===== src/rtl/adc_emu_pkg.sv =====
// Shared types and constants for the ADC emulator.
package adc_emu_pkg;

    localparam int unsigned DefaultDataW = 12;
    localparam int unsigned LfsrW        = 12;

    // Fibonacci taps for x^12 + x^6 + x^4 + x + 1; bit i carries the x^(i+1) term.
    localparam logic [LfsrW-1:0] LfsrTapMask = 12'h829;

    typedef enum logic [1:0] {
        ModeRamp  = 2'd0,
        ModeLfsr  = 2'd1,
        ModeConst = 2'd2
    } adc_mode_e;

    typedef enum logic [1:0] {
        StIdle,
        StConvert,
        StBurst,
        StGuard
    } adc_emu_state_e;

    // Raw mode code 3 is not a distinct generator; it behaves as ramp.
    function automatic adc_mode_e decode_mode(input logic [1:0] raw);
        adc_mode_e m;
        case (raw)
            2'd1:    m = ModeLfsr;
            2'd2:    m = ModeConst;
            default: m = ModeRamp;
        endcase
        return m;
    endfunction

endpackage


===== src/rtl/adc_sample_gen.sv =====
// Sample source for the ADC emulator: ramp accumulator, LFSR and output mux.
// sample_o is the value the next step will emit; the step advances the
// selected generator only, so the other one keeps its position.
module adc_sample_gen
    import adc_emu_pkg::*;
#(
    parameter int unsigned       DATA_W    = DefaultDataW,
    parameter logic [LfsrW-1:0]  LFSR_SEED = 12'hACE
) (
    input  logic              clk_i,
    input  logic              reset_i,
    input  logic              step_i,
    input  logic [1:0]        mode_i,
    input  logic [DATA_W-1:0] const_i,
    output logic [DATA_W-1:0] sample_o
);

    logic [DATA_W-1:0] ramp_q, ramp_d;
    logic [LfsrW-1:0]  lfsr_q, lfsr_d;

    // Advance the active generator once per emitted sample.
    always_comb begin
        ramp_d = ramp_q;
        lfsr_d = lfsr_q;
        if (step_i) begin
            if (mode_i == ModeLfsr) begin
                lfsr_d = {lfsr_q[LfsrW-2:0], ^(lfsr_q & LfsrTapMask)};
            end else if (mode_i != ModeConst) begin
                ramp_d = ramp_q + DATA_W'(1);
            end
        end
    end

    // Generator state registers with synchronous reset.
    always_ff @(posedge clk_i) begin
        if (reset_i) begin
            ramp_q <= '0;
            lfsr_q <= LFSR_SEED;
        end else begin
            ramp_q <= ramp_d;
            lfsr_q <= lfsr_d;
        end
    end

    // Select the sample presented for the next step.
    always_comb begin
        sample_o = ramp_q;
        if (mode_i == ModeLfsr) begin
            sample_o = DATA_W'(lfsr_q);
        end else if (mode_i == ModeConst) begin
            sample_o = const_i;
        end
    end

endmodule


===== src/rtl/adc_emulator.sv =====
// Behavioural ADC stand-in: answers a request edge with a fixed conversion
// delay, a burst of qualified samples, then a guard gap before re-arming.
module adc_emulator
    import adc_emu_pkg::*;
#(
    parameter int unsigned DATA_W       = DefaultDataW,
    parameter int unsigned CONV_CYCLES  = 10,
    parameter int unsigned BURST_LEN    = 8,
    parameter int unsigned GUARD_CYCLES = 2,
    parameter logic [11:0] LFSR_SEED    = 12'hACE
) (
    input  logic              clk_i,
    input  logic              reset_i,
    input  logic              adc_data_req_i,
    input  logic [1:0]        mode_i,
    input  logic [DATA_W-1:0] const_i,
    output logic              adc_data_rdy_o,
    output logic [DATA_W-1:0] adc_data_o,
    output logic              busy_o,
    output logic              overrun_o,
    output logic [15:0]       burst_cnt_o
);

    // Counters are loaded with N-1 and the state exits when they reach zero.
    localparam logic [7:0] ConvLoad  = 8'(CONV_CYCLES - 1);
    localparam logic [7:0] BurstLoad = 8'(BURST_LEN - 1);
    localparam logic [7:0] GuardLoad = (GUARD_CYCLES == 0) ? 8'd0 : 8'(GUARD_CYCLES - 1);

    adc_emu_state_e    state_q, state_d;
    logic [7:0]        cnt_q, cnt_d;
    logic              req_q;
    adc_mode_e         mode_q, mode_d;
    logic [DATA_W-1:0] const_q, const_d;
    logic [DATA_W-1:0] data_q, data_d;
    logic              overrun_q, overrun_d;
    logic [15:0]       burst_cnt_q, burst_cnt_d;
    logic              req_det;
    logic              step_en;
    logic [DATA_W-1:0] sample;

    adc_sample_gen #(
        .DATA_W    (DATA_W),
        .LFSR_SEED (LFSR_SEED)
    ) u_sample_gen (
        .clk_i    (clk_i),
        .reset_i  (reset_i),
        .step_i   (step_en),
        .mode_i   (mode_q),
        .const_i  (const_q),
        .sample_o (sample)
    );

    // Next-state logic: request handling, phase counters, sample stepping.
    always_comb begin
        req_det     = adc_data_req_i & ~req_q;
        state_d     = state_q;
        cnt_d       = cnt_q;
        mode_d      = mode_q;
        const_d     = const_q;
        burst_cnt_d = burst_cnt_q;
        step_en     = 1'b0;
        // Any request edge outside IDLE is dropped and flagged.
        overrun_d   = req_det && (state_q != StIdle);

        unique case (state_q)
            StIdle: begin
                if (req_det) begin
                    mode_d  = decode_mode(mode_i);
                    const_d = const_i;
                    cnt_d   = ConvLoad;
                    state_d = StConvert;
                end
            end
            StConvert: begin
                if (cnt_q == 8'd0) begin
                    // First sample lands on the same edge the burst starts.
                    step_en = 1'b1;
                    cnt_d   = BurstLoad;
                    state_d = StBurst;
                end else begin
                    cnt_d = cnt_q - 8'd1;
                end
            end
            StBurst: begin
                if (cnt_q == 8'd0) begin
                    burst_cnt_d = burst_cnt_q + 16'd1;
                    if (GUARD_CYCLES == 0) begin
                        state_d = StIdle;
                    end else begin
                        cnt_d   = GuardLoad;
                        state_d = StGuard;
                    end
                end else begin
                    step_en = 1'b1;
                    cnt_d   = cnt_q - 8'd1;
                end
            end
            StGuard: begin
                if (cnt_q == 8'd0) begin
                    state_d = StIdle;
                end else begin
                    cnt_d = cnt_q - 8'd1;
                end
            end
            default: state_d = StIdle;
        endcase

        data_d = step_en ? sample : data_q;
    end

    // State and output registers with synchronous reset.
    always_ff @(posedge clk_i) begin
        if (reset_i) begin
            state_q     <= StIdle;
            cnt_q       <= 8'd0;
            req_q       <= 1'b0;
            mode_q      <= ModeRamp;
            const_q     <= '0;
            data_q      <= '0;
            overrun_q   <= 1'b0;
            burst_cnt_q <= 16'd0;
        end else begin
            state_q     <= state_d;
            cnt_q       <= cnt_d;
            req_q       <= adc_data_req_i;
            mode_q      <= mode_d;
            const_q     <= const_d;
            data_q      <= data_d;
            overrun_q   <= overrun_d;
            burst_cnt_q <= burst_cnt_d;
        end
    end

    assign adc_data_rdy_o = (state_q == StBurst);
    assign busy_o         = (state_q != StIdle);
    assign adc_data_o     = data_q;
    assign overrun_o      = overrun_q;
    assign burst_cnt_o    = burst_cnt_q;

endmodule


===== config.mk =====
export PLATFORM = sky130hd
export DESIGN_NAME = adc_emulator
export DESIGN_NICKNAME = d
export VERILOG_FILES = /design/src/rtl/adc_emu_pkg.sv /design/src/rtl/adc_sample_gen.sv /design/src/rtl/adc_emulator.sv
export SDC_FILE = /design/constraint.sdc
export NUM_CORES = 1
export LEC_CHECK = 0
export CAP_MARGIN = 10
export CORE_MARGIN = 2
export CORE_UTILIZATION = 56
export DETAILED_ROUTE_END_ITERATION = 8
export PLACE_DENSITY_LB_ADDON = 0.08
export SYNTH_ARGS = -nofsm -noshare
export SYNTH_HDL_FRONTEND = slang
export SYNTH_SLANG_ARGS = --single-unit

===== constraint.sdc =====
create_clock -name clk_i -period 2.8 [get_ports clk_i]
set_input_delay 0.56 -clock clk_i [delete_from_list [all_inputs] [get_ports clk_i]]
set_output_delay 0.56 -clock clk_i [all_outputs]
set_load 0.01 [all_outputs]

==> out/results.ini <==
[status]
status = finished clean

[yosys]
async_flop_share = 0
netlist_area_um2 = 4020
synth.top_cell.area_share = 0.389
syn-num-nets = 502
synth_cell_types = 50
synth_area_leaders = dfxtp_1 (39%), a21oi_1 (7.1%), nand2_1 (5.4%)
synthCells = 477
syn_area_per_cell_um2 = 8.42
yosys.area.top_type = dfxtp_1
ys.flop_type = dfxtp_1
synth_edf_count = 0
synth_seq_area_share = 0.389
ys_warn_count = 0
ys_seq_elements = 78

[timing]
rsz0062_at_grt = no
slew_headroom = 0.504
clock_skew_ns = 0.0139
final_hold_viol_count = 0
layout_min_cycle_time_ns = 2.48
fin_setup_tns_ns = 0
tightestPinTransition_ns = 0.738
fmax_mhz = 403
setup_viol = 0
period_share = 0.886
finalMaxSlewViolations = 0

[drt]
viasPerCell = 6.07
via_count = 3744
drcViolationCount = 0
drt-initial-drc-count = 201
routed_wl_mm = 9.93
ant_nets = 0
routedWlPerCell_um = 16.1
firstDrtPassIters = 4

[run]
cap_violations = 0

[worst_setup_path]
critPathKind = reg -> out
critPathMaxFanout = 12
crit_required_ns = 2.24
crit_arrival_ns = 1.92
cp-end-kind = output port
worstSetupStartpointType = register

[floorplanning]
die_h_um = 88.7
rows = 30
io_pins = 48
core_um2 = 6870
start_util = 0.585
die_x_um = 88.7
dieArea_um2 = 7870

[clock_tree]
cts_resized = 0
cts_tree = built
clkLatencyLatePin_ns = 0.36
htreeDepth = 3
clock-sinks = 78
ctsHoldBuffers = 0
cts_buffers = 9
clk_pin_slew_ns = 0.08
root_buffer = clkbuf_8
cts_setup_buffers = 0
clockBufferDepth = 2

[placed_design]
dp.cells = 602
dpl.hpwl_mm = 7.04
portBuffers = 47
gp_congestion = 0.923

[final_layout]
drive_gt1_frac = 0.115
syn_to_final_growth_pct = 18.3
n_fill_cell = 587
finish.net_count = 542
antenna_cells = 0
stdcell_count = 617

[global_routing]
antenna_found_initial = 0
overflow = 0
grt_pass1_wl_mm = 16.1
grt_start_max_net_pins = 26
grt_usage = 0.262
grt_pass1_vias = 3380

[hold_path]
hold_class = reg -> reg

[pwr]
ir_drop_uv = 856
p_leak_nw = 1.62
p_per_area_nw_per_um2 = 747

cell type report:
| class | instances | area (um^2) | share of cell area |
|---|---|---|---|
| multi-input cells | 355 | 2280 | 0.479 |
| flip-flops and latches | 78 | 1560 | 0.329 |
| repair buffers | 62 | 578 | 0.122 |
| clock buffers | 11 | 151 | 0.0319 |
| well taps | 96 | 120 | 0.0253 |
| inverters | 11 | 41.3 | 0.00869 |
| clock inverters | 4 | 22.5 | 0.00474 |
worst max-delay path: stages, from the launching register on:
cell and delay (ns):
dfxtp_1 0.35, inv_1 0.09, ha_1 0.49, clkdlybuf4s50_1 0.64
stage by stage:
step / utilization / total power, W / area, um^2 / setup slack [ns] / hold slack, ns
finish: 0.692 / 0.00355 / 4750 / 0.319 / 0.458
global placement: 0.667 / 0.00274 / 4580 / 0.504 / 0.442
detailed placement: 0.667 / 0.00278 / 4580 / 0.420 / 0.449
floorplan: - / 0.00237 / 4020 / 0.717 / 0.436
CTS: 0.692 / 0.00355 / 4750 / 0.315 / 0.459
global route: 0.692 / 0.00377 / 4750 / 0.235 / 0.478
final timing paths:
check | slack, ns | to | start | cells after the start
worst max-delay path | 0.32 | adc_data_rdy_o | state_q[0] | 3
worst min-delay path | 0.46 | const_q[5] | const_q[5] | 2
worst max register to register | 0.37 | u_sample_gen.lfsr_q[0] | cnt_q[4] | 4
worst min register to register | 0.46 | const_q[5] | const_q[5] | 2
where the power goes:
part / leakage, nW / internal (W) / switching, W
clock: 0.0910 / 0.000361 / 0.000402
combinational: 0.901 / 0.000530 / 0.000918
sequential: 0.632 / 0.00123 / 0.000115
total: 1.62 / 0.00212 / 0.00143
synthesized netlist by cell type, types with 2 or more instances:
cell and number:
a2111oi_0 2, a2111oi_2 2, a211o_1 8, a211oi_1 3, a21oi_1 57, a22oi_1 2
a311oi_1 3, and3_1 11, and4_1 3, buf_1 7, buf_2 10, clkbuf_1 16
dfxtp_1 78, ha_1 8, inv_1 11, mux2_1 2, mux2_2 18, mux2i_1 11
nand2_1 58, nand2b_1 2, nand3_1 29, nand3b_1 3, nand4_1 5, nand4_2 2
nor2_1 22, nor2b_1 14, nor3_1 10, o211ai_1 4, o211ai_2 2, o21ai_0 16
o221ai_1 10, o22ai_1 2, o31ai_1 7, or3_1 9, or4_1 9, xnor2_1 3
xor2_1 5
metal layers:
metal  vias up  track usage  part of all wire
met5         -            0                 0
met4         0       0.0813             0.017
met3        20       0.0625             0.064
met2       139        0.397              0.46
met1      1755        0.371              0.46
li1       1830            -                 -
cells by family after synthesis:
group / after synthesis / share of synthesized area
XOR/XNOR: 8 / 0.0174
AND/OR/NAND/NOR: 182 / 0.236
flip-flops: 78 / 0.389
adder cells (fa/ha/maj): 8 / 0.0249
AO/OA/AOI/OAI: 126 / 0.205
buffers and inverters: 44 / 0.0442
multiplexers: 31 / 0.0835
cell usage in the layout (no fill, tap or decap), types with 10 or more instances in the layout:
master | netlist | final
dfxtp_1 | 78 | 78
nand2_1 | 58 | 58
a21oi_1 | 57 | 57
clkdlybuf4s50_1 | 0 | 46
nand3_1 | 29 | 29
nor2_1 | 22 | 22
mux2_2 | 18 | 18
o21ai_0 | 16 | 16
buf_4 | 0 | 15
nor2b_1 | 14 | 14
inv_1 | 11 | 11
and3_1 | 11 | 11
mux2i_1 | 11 | 11
clkbuf_8 | 0 | 11
nor3_1 | 10 | 10
o221ai_1 | 10 | 10
sequential cells by signal, summed over array words and instances, names as in the netlist:
signal,count
burst_cnt_o,16
adc_data_o,12
mode_q,2
req_q,1
u_sample_gen.ramp_q,12
cnt_q,8
u_sample_gen.lfsr_q,12
overrun_o,1
state_q,2
const_q,12
(Power assumes the default switching activity.)
